**config.mk**
```make
export PLATFORM = sky130hd
export DESIGN_NAME = frame_capture_writer
export DESIGN_NICKNAME = d
export VERILOG_FILES = /design/src/rtl/frame_capture_writer.sv
export SDC_FILE = /design/constraint.sdc
export NUM_CORES = 1
export LEC_CHECK = 0
export ABC_AREA = 1
export CAP_MARGIN = 20
export CORE_UTILIZATION = 35
export DETAILED_ROUTE_END_ITERATION = 10
export PLACE_DENSITY = 0.61
export REMOVE_ABC_BUFFERS = 1
export SETUP_SLACK_MARGIN = 0.4
export SKIP_CTS_REPAIR_TIMING = 1
export SYNTH_ARGS = -nofsm -noshare
export SYNTH_HDL_FRONTEND = slang
export SYNTH_SLANG_ARGS = --single-unit
export TNS_END_PERCENT = 100
```
**constraint.sdc**
```tcl
create_clock -name clk -period 2.5 [get_ports clk]
set_input_delay 0.625 -clock clk [delete_from_list [all_inputs] [get_ports clk]]
set_output_delay 0.625 -clock clk [all_outputs]
set_load 0.01 [all_outputs]
```
**src/rtl/frame_capture_writer.sv**
```systemverilog
// Camera capture front end: assembles RGB565 pixels from a byte stream and
// writes them into a linear frame buffer, flagging complete and short frames.
module frame_capture_writer #(
  parameter int unsigned H_PIXELS = 320,
  parameter int unsigned V_PIXELS = 240,
  localparam int unsigned FRAME_SIZE = H_PIXELS * V_PIXELS,
  localparam int unsigned ADDR_W = $clog2(FRAME_SIZE)
) (
  input  logic              clk,
  input  logic              reset,
  input  logic              cam_vsync,
  input  logic              cam_href,
  input  logic              cam_byte_valid,
  input  logic [7:0]        cam_data,
  output logic              wr_en,
  output logic [ADDR_W-1:0] wr_addr,
  output logic [15:0]       wr_data,
  output logic              frame_done_toggle,
  output logic              frame_err
);

  localparam int unsigned X_W   = $clog2(H_PIXELS + 1);
  localparam int unsigned Y_W   = $clog2(V_PIXELS + 1);
  localparam int unsigned CNT_W = $clog2(FRAME_SIZE + 1);

  localparam logic [X_W-1:0]   X_MAX     = X_W'(H_PIXELS);
  localparam logic [Y_W-1:0]   Y_MAX     = Y_W'(V_PIXELS);
  localparam logic [CNT_W-1:0] CNT_FULL  = CNT_W'(FRAME_SIZE);
  localparam logic [CNT_W-1:0] BASE_STEP = CNT_W'(H_PIXELS);

  typedef enum logic [1:0] {WAIT_SYNC, WAIT_START, CAPTURE} state_t;

  state_t             state, state_d;
  logic               vsync_q, href_q;
  logic               phase, phase_d;
  logic [7:0]         hi_byte, hi_byte_d;
  logic [X_W-1:0]     x, x_d;
  logic [Y_W-1:0]     y, y_d;
  logic [CNT_W-1:0]   line_base, line_base_d;
  logic [CNT_W-1:0]   pix_cnt, pix_cnt_d;
  logic               wr_en_d, frame_done_toggle_d, frame_err_d;
  logic [ADDR_W-1:0]  wr_addr_d;
  logic [15:0]        wr_data_d;

  logic vsync_rise, vsync_fall, href_fall;
  assign vsync_rise = cam_vsync & ~vsync_q;
  assign vsync_fall = ~cam_vsync & vsync_q;
  assign href_fall  = ~cam_href & href_q;

  // State, sync copies and registered outputs
  always_ff @(posedge clk or negedge reset) begin
    if (!reset) begin
      state             <= WAIT_SYNC;
      vsync_q           <= 1'b0;
      href_q            <= 1'b0;
      phase             <= 1'b0;
      hi_byte           <= 8'd0;
      x                 <= '0;
      y                 <= '0;
      line_base         <= '0;
      pix_cnt           <= '0;
      wr_en             <= 1'b0;
      wr_addr           <= '0;
      wr_data           <= 16'd0;
      frame_done_toggle <= 1'b0;
      frame_err         <= 1'b0;
    end else begin
      state             <= state_d;
      vsync_q           <= cam_vsync;
      href_q            <= cam_href;
      phase             <= phase_d;
      hi_byte           <= hi_byte_d;
      x                 <= x_d;
      y                 <= y_d;
      line_base         <= line_base_d;
      pix_cnt           <= pix_cnt_d;
      wr_en             <= wr_en_d;
      wr_addr           <= wr_addr_d;
      wr_data           <= wr_data_d;
      frame_done_toggle <= frame_done_toggle_d;
      frame_err         <= frame_err_d;
    end
  end

  // Next state, pixel assembly and frame bookkeeping
  always_comb begin
    state_d             = state;
    phase_d             = phase;
    hi_byte_d           = hi_byte;
    x_d                 = x;
    y_d                 = y;
    line_base_d         = line_base;
    pix_cnt_d           = pix_cnt;
    wr_en_d             = 1'b0;
    wr_addr_d           = wr_addr;
    wr_data_d           = wr_data;
    frame_done_toggle_d = frame_done_toggle;
    frame_err_d         = 1'b0;

    case (state)
      WAIT_SYNC: begin
        if (vsync_rise) state_d = WAIT_START;
      end
      WAIT_START: begin
        if (vsync_fall) begin
          state_d     = CAPTURE;
          phase_d     = 1'b0;
          x_d         = '0;
          y_d         = '0;
          line_base_d = '0;
          pix_cnt_d   = '0;
        end
      end
      CAPTURE: begin
        if (cam_href && cam_byte_valid) begin
          if (!phase) begin
            hi_byte_d = cam_data;
            phase_d   = 1'b1;
          end else begin
            phase_d = 1'b0;
            if (x < X_MAX && y < Y_MAX) begin
              wr_en_d   = 1'b1;
              wr_addr_d = ADDR_W'(line_base + CNT_W'(x));
              wr_data_d = {hi_byte, cam_data};
              pix_cnt_d = pix_cnt + CNT_W'(1);
            end
            // x saturates at the line width so over-long lines cannot wrap
            if (x < X_MAX) x_d = x + X_W'(1);
          end
        end
        if (href_fall) begin
          phase_d = 1'b0;
          x_d     = '0;
          if (x != '0 && y < Y_MAX) begin
            y_d         = y + Y_W'(1);
            line_base_d = line_base + BASE_STEP;
          end
        end
        // Uses pix_cnt_d so a pixel completing on the vsync edge is counted
        if (vsync_rise) begin
          state_d = WAIT_START;
          if (pix_cnt_d == CNT_FULL) frame_done_toggle_d = ~frame_done_toggle;
          else                       frame_err_d = 1'b1;
        end
      end
      default: state_d = WAIT_SYNC;
    endcase
  end

endmodule

```
==> results.toml, run 1 <==
[clock_tree]
htreeDepth = 3
cts_buffers = 9
clockBufferDepth = 2
clkSlewWorstSetupHoldPaths_ns = 0.07
cts_root_buf = "clkbuf_16"
worst_skew_pair.late_latency_ns = 0.36
cts_tree = "done"
numClockSinks = 94

[worst_setup_path]
crit_chain = "nand2_1 -> inv_1 -> nand2_2 -> nand2_1 -> a41oi_2 -> nand2_2 -> nand2_2 -> clkinvlp_4 -> o31ai_1"
crit_arrival_ns = 2.24
cp_data_required_time_ns = 2.76
path_delay_family = "simple AND/OR/NAND/NOR gates"
start_kind = "flip-flop"
slowest_stage = "dfrtp_1"
crit_fanout = 11
critPathKind = "reg2reg"
rrSetupSlack_ns = 0.52
cpMostUsedCell = "nand2_2"
crit_cells = 9
endpoint_kind = "flip-flop"
cp_slowest_stage_delay_ns = 0.45
reg2reg_depth = 9
critPathBufInv = 2

[floorplanning]
boundaryPins = 49
initial_utilization = 0.3637
core_mm2 = 0.01345
die_width_um = 120.2
die-area_mm2 = 0.01446
num_rows = 42
die_h_um = 120.2

[logic_synthesis]
synth_ff_type = "dfrtp_1"
synth_top_area_cell = "dfrtp_1"
ys_warn_count = 0
ys_types = 37
ys_seq_elements = 94
ys_seq_area_frac = 0.4807
synthCells = 629
syn-cell-area_mm2 = 0.004893
syn_avg_cell_area_um2 = 7.780
synthTopCellsByArea = "dfrtp_1 48%, nand2_1 14%, inv_1 6.5%"
synth_edf_count = 0
synthArstFlopShare = 1.000
yosysTopAreaCellShare = 0.4807

[pwr]
p_sw_mw = 1.547
power_mw = 4.710
p_comb_frac = 0.270
peakVddDrop_mv = 0.4887
cellInternalPower_mw = 3.163
pwr-share-clk = 0.299
p_seq_frac = 0.432
swShare = 0.3284
leakage_nw = 2.927
power_density_mw_per_mm2 = 755.3

[routing]
totalWireLength_mm = 11.26
drc = 0
dr.pass1.iters = 5
drt_iter0_markers = 214
vias = 4276
ant_nets = 0
routedWlPerCell_um = 12.60
vias_per_cell = 4.783

[sta]
setup_violations = 0
hold_violations = 0
report.final.slew_viol_count = 0
period_share = 0.7917
rsz0062_at_grt = "yes"
worstMarginPinSlew_ns = 0.4941
clock.fmax_mhz = 505.2
skew_ns = 0.01240
fin_ws_ns = 0.5208
layout_min_cycle_time_ns = 1.979
relSlewSlack = 0.6621

[final_layout]
fin_area_mm2 = 0.006236
multi_input_area_mm2 = 0.002188
layout.area.seq_mm2 = 0.002355
layout.nets = 735
final.fill_count = 1332
antenna_cells = 0
area_growth_syn_to_layout_pct = 27.44
post_route_cells_drive_above_1_share = 0.1323

[global_route]
grt_util_all_layers = 0.1712
overflow = 0
grt_max_degree = 63
antenna_found_initial = 0
grt_pass1_wl_mm = 19.76
grt_pass1_vias = 4214

[place]
dpl_cell_area_mm2 = 0.005803
dp_hpwl_mm = 8.270
post-place-ws_ns = -0.2284
numPortBuffers = 48
finalWeightedCongestion = 0.8988

[run_status]
outcome = "finished, final reports clean"

[job]
cap_violations = 0

[hold_path]
hp-class = "in2async"
-- cell type report --
type | instances | share of cell area
Clock buffer | 10 | 0.03832
Timing Repair Buffer | 90 | 0.1340
Multi-Input combinational cell | 432 | 0.3509
Clock inverter | 5 | 0.01083
Tap cell | 176 | 0.03531
Inverter | 87 | 0.05297
Sequential cell | 94 | 0.3776
-- synthesized netlist by cell type, drive strengths merged, types with 2 or more instances --
cell    instances
a21o            2
a21oi          13
a22oi           2
buf             8
clkbuf          8
dfrtp          94
ha              8
inv            87
nand2         180
nand3          42
nand4          15
nor2           64
nor3           14
o21ai          55
o22ai          14
o31ai           8
xnor2           2
xor2            6
-- final timing paths --
kind | start | end
setup reg to reg | y[4] | y[7]
max in group asynchronous | reset | pix_cnt[10]
hold reg to reg | wr_data[15] | wr_data[15]
setup / recovery | y[4] | y[7]
hold / removal | reset | hi_byte[5]
min in group clk | wr_data[15] | wr_data[15]
-- worst register-to-register path, cell delays in order (launching register included) --
cell and delay, ns:
dfrtp_1 0.45, nand2_1 0.11, inv_1 0.05, nand2_2 0.18
nand2_1 0.10, a41oi_2 0.24, nand2_2 0.09, nand2_2 0.16
clkinvlp_4 0.24, o31ai_1 0.26
-- routing by layer --
metal  track usage  part of all wire
met1        0.2130              0.45
met5             0                 0
met2        0.2881              0.50
met3       0.04623             0.037
met4       0.05401             0.014
-- metrics by stage --
step	hold WS, ns	instances	utilization	TNS (ns)
after floorplan	0.3294	613	-	0
after global placement	0.4526	871	0.4314	-0.3266
after CTS	0.2219	886	0.4541	0
after detailed placement	0.4581	871	0.4314	-0.4410
final	0.2131	894	0.4635	0
after global routing	0.2336	894	0.4635	0
-- power groups by stage --
stage | Combinational (mW) | Sequential (mW) | Clock, mW
2_1_floorplan | 0.718 | 2.02 | 0
3_3_place_gp | 1.22 | 2.05 | 0
3_5_place_dp | 1.25 | 2.06 | 0
4_1_cts | 1.26 | 2.03 | 1.45
5_1_grt | 1.46 | 2.08 | 1.51
6_report | 1.27 | 2.03 | 1.41
-- cell families (layout without fill, tap and decap cells) --
| logic type | Yosys count | count (layout) | synth area share |
|---|---|---|---|
| buffers and inverters | 103 | 192 | 0.08335 |
| adder cells (fa/ha/maj) | 8 | 8 | 0.02046 |
| AO/OA/AOI/OAI | 98 | 98 | 0.1163 |
| XOR/XNOR | 8 | 8 | 0.01432 |
| flip-flops | 94 | 94 | 0.4807 |
| AND/OR/NAND/NOR | 318 | 318 | 0.2848 |
-- registers in the layout, indices dropped and copies added, names as in the netlist --
signal / flops
frame_err: 1
phase: 1
state: 2
wr_data: 16
y: 8
vsync_q: 1
wr_en: 1
line_base: 11
hi_byte: 8
x: 9
wr_addr: 17
frame_done_toggle: 1
pix_cnt: 17
href_q: 1
-- placed cells by master, fill, tap and decap left out, types with 3 or more instances in the layout --
| cell | count |
|---|---|
| nand3_1 | 39 |
| buf_4 | 40 |
| o22ai_1 | 14 |
| nor2_2 | 8 |
| nor3_1 | 11 |
| nor2_4 | 7 |
| ha_1 | 8 |
| o31ai_1 | 8 |
| nand2_2 | 5 |
| a21oi_1 | 13 |
| nand2_1 | 174 |
| clkbuf_16 | 9 |
| nor3_2 | 3 |
| buf_12 | 3 |
| nand4_1 | 15 |
| inv_2 | 4 |
| o21ai_0 | 50 |
| inv_1 | 82 |
| nor2_1 | 49 |
| o21ai_1 | 4 |
| dfrtp_1 | 92 |
| xor2_1 | 6 |
| clkdlybuf4s50_1 | 45 |
Power figures use the tool's default switching activity.
==> run 2, diff against run 1 <==
==> constraint.sdc (replaced) <==
create_clock -name clk -period 2.01 [get_ports clk]
set_input_delay 0.5025 -clock clk [delete_from_list [all_inputs] [get_ports clk]]
set_output_delay 0.5025 -clock clk [all_outputs]
set_load 0.01 [all_outputs]
==> run 2 against run 1 <==
Design area is 18% higher. Sequential share of layout area decreased by 5.7 points. Largest cell class is now multi-input combinational cells. Count of clock-buffer cells in the layout grew 1. Largest power group unchanged. Critical path depth rose by 1.
==> results.toml, run 2 (synthesis gave the netlist of run 1 again) <==
[routing]
ant_nets = 0
dr.pass1.iters = 5
vias_per_cell = 4.915
vias = 4586
totalWireLength_mm = 13.11
drc = 0
routedWlPerCell_um = 14.05
drt_iter0_markers = 209

[clock_tree]
clkSlewWorstSetupHoldPaths_ns = 0.07
htreeDepth = 3
worst_skew_pair.late_latency_ns = 0.36
cts_root_buf = "clkbuf_16"
cts_buffers = 9
numClockSinks = 94
clockBufferDepth = 2
cts_tree = "done"

[job]
cap_violations = 0

[worst_setup_path]
worstReg2RegEnd = "wr_addr[12]"
crit_chain = "o21ai_4 -> nand3_4 -> buf_6 -> buf_6 -> nor2_4 -> clkinv_4 -> buf_6 -> buf_6 -> nand2_2 -> nand2_2"
start_kind = "flip-flop"
r2r-start = "x[7]"
crit_arrival_ns = 2.21
crit_fanout = 5
rrSetupSlack_ns = 0.05
reg2reg_depth = 10
cp_slowest_stage_delay_ns = 0.47
cp_data_required_time_ns = 2.26
cpMostUsedCell = "buf_6"
path_delay_family = "buffers and inverters"
critPathKind = "reg2reg"
slowest_stage = "dfrtp_2"
endpoint_kind = "flip-flop"
critPathBufInv = 5

[global_route]
antenna_found_initial = 0
grt_pass1_wl_mm = 19.31
grt_pass1_vias = 4073
grt_util_all_layers = 0.1691
grt_max_degree = 35
overflow = 0

[pwr]
power_mw = 6.295
leakage_nw = 3.929
power_density_mw_per_mm2 = 857.2
peakVddDrop_mv = 0.6270

[sta]
skew_ns = 0.01130
hold_violations = 0
setup_violations = 0
timing.hold.ws_ns = 0.08453
worstMarginPinSlew_ns = 0.7136
rsz0062_at_grt = "yes"
report.final.slew_viol_count = 0
fin_ws_ns = 0.04636
clock.fmax_mhz = 509.3
layout_min_cycle_time_ns = 1.964
relSlewSlack = 0.5192
period_share = 0.9769

[place]
post-place-ws_ns = -0.5542
finalWeightedCongestion = 0.8985
dp.cells = 884
numPortBuffers = 48
dpl_cell_area_mm2 = 0.005926
dp_hpwl_mm = 8.523

[final_layout]
area_growth_syn_to_layout_pct = 50.06
post_route_cells_drive_above_1_share = 0.3263
layout.cells.most_common_list = "111 x nand2_1, 91 x dfrtp_1, 71 x inv_1, 53 x nand2_2, 47 x buf_4"
multi_input_area_mm2 = 0.002696
layout.area.seq_mm2 = 0.002356
top_regs = "pix_cnt x17, wr_addr x17, wr_data x16"
fin_area_mm2 = 0.007343
final.fill_count = 1212
layout_commonest_cell = "nand2_1"
layout.nets = 773
layoutNonFillerInstCount = 933
antenna_cells = 0

[floorplanning]
die_h_um = 120.2
num_rows = 42
boundaryPins = 49
die-area_mm2 = 0.01446
core_mm2 = 0.01345
initial_utilization = 0.3637
die_width_um = 120.2

[run_status]
outcome = "finished, final reports clean"

[hold_path]
hp-class = "in2async"
## run 2: changes by cell type in the layout (fill, tap and decap cells not counted), sizes merged, moves of 3 or more
cell and change:
clkinvlp +3, dlymetal6s2s +37, clkbuf +7, buf +29, clkdlybuf4s50 -37
## run 2: metrics by stage
step           TNS, ns  utilization
2_1_floorplan   -1.852            -
3_5_place_dp    -21.32       0.4405
4_1_cts        -0.2967       0.4616
5_1_grt        -0.1159       0.5459
3_3_place_gp    -19.44       0.4405
6_report             0       0.5459
## run 2: worst max-delay path by stage
stage,cells past startpoint,end,from
finish,10,wr_addr[12],x[7]
detailed placement,14,frame_done_toggle,cam_href
CTS,14,frame_done_toggle,cam_href
global placement,13,frame_done_toggle,cam_href
floorplan,5,wr_addr[10],state[0]
global route,13,frame_done_toggle,pix_cnt[0]
## run 2: layer usage
metal	GRT usage	routed length, um	share of wire	vias to the layer above
li1	-	-	-	2295
met1	0.2098	5908	0.45	2220
met2	0.2841	6672	0.51	62
met3	0.03915	360	0.027	9
met4	0.06713	165	0.013	0
met5	0	0	0	-
## run 2: area by class of cell
class                   instances  area share
multi-input cells             433      0.3672
clock inverters                 5    0.005623
inverters                      87     0.04635
well taps                     176     0.02999
repair inverters                2    0.003237
flip-flops and latches         94      0.3208
repair buffers                125      0.1937
clock buffers                  11     0.03306
## run 2: where the power goes
part | internal, mW | total (mW) | switching, mW
sequential | 2.24 | 2.56 | 0.322
clock | 0.884 | 1.65 | 0.767
combinational | 0.967 | 2.08 | 1.11
total | 4.09 | 6.29 | 2.20
## run 2: worst register-to-register path: stages (launching register included)
cell and delay, ns:
dfrtp_2 0.47, o21ai_4 0.30, nand3_4 0.16, buf_6 0.15, buf_6 0.10, nor2_4 0.17, clkinv_4 0.14, buf_6 0.14
buf_6 0.12, nand2_2 0.05, nand2_2 0.04
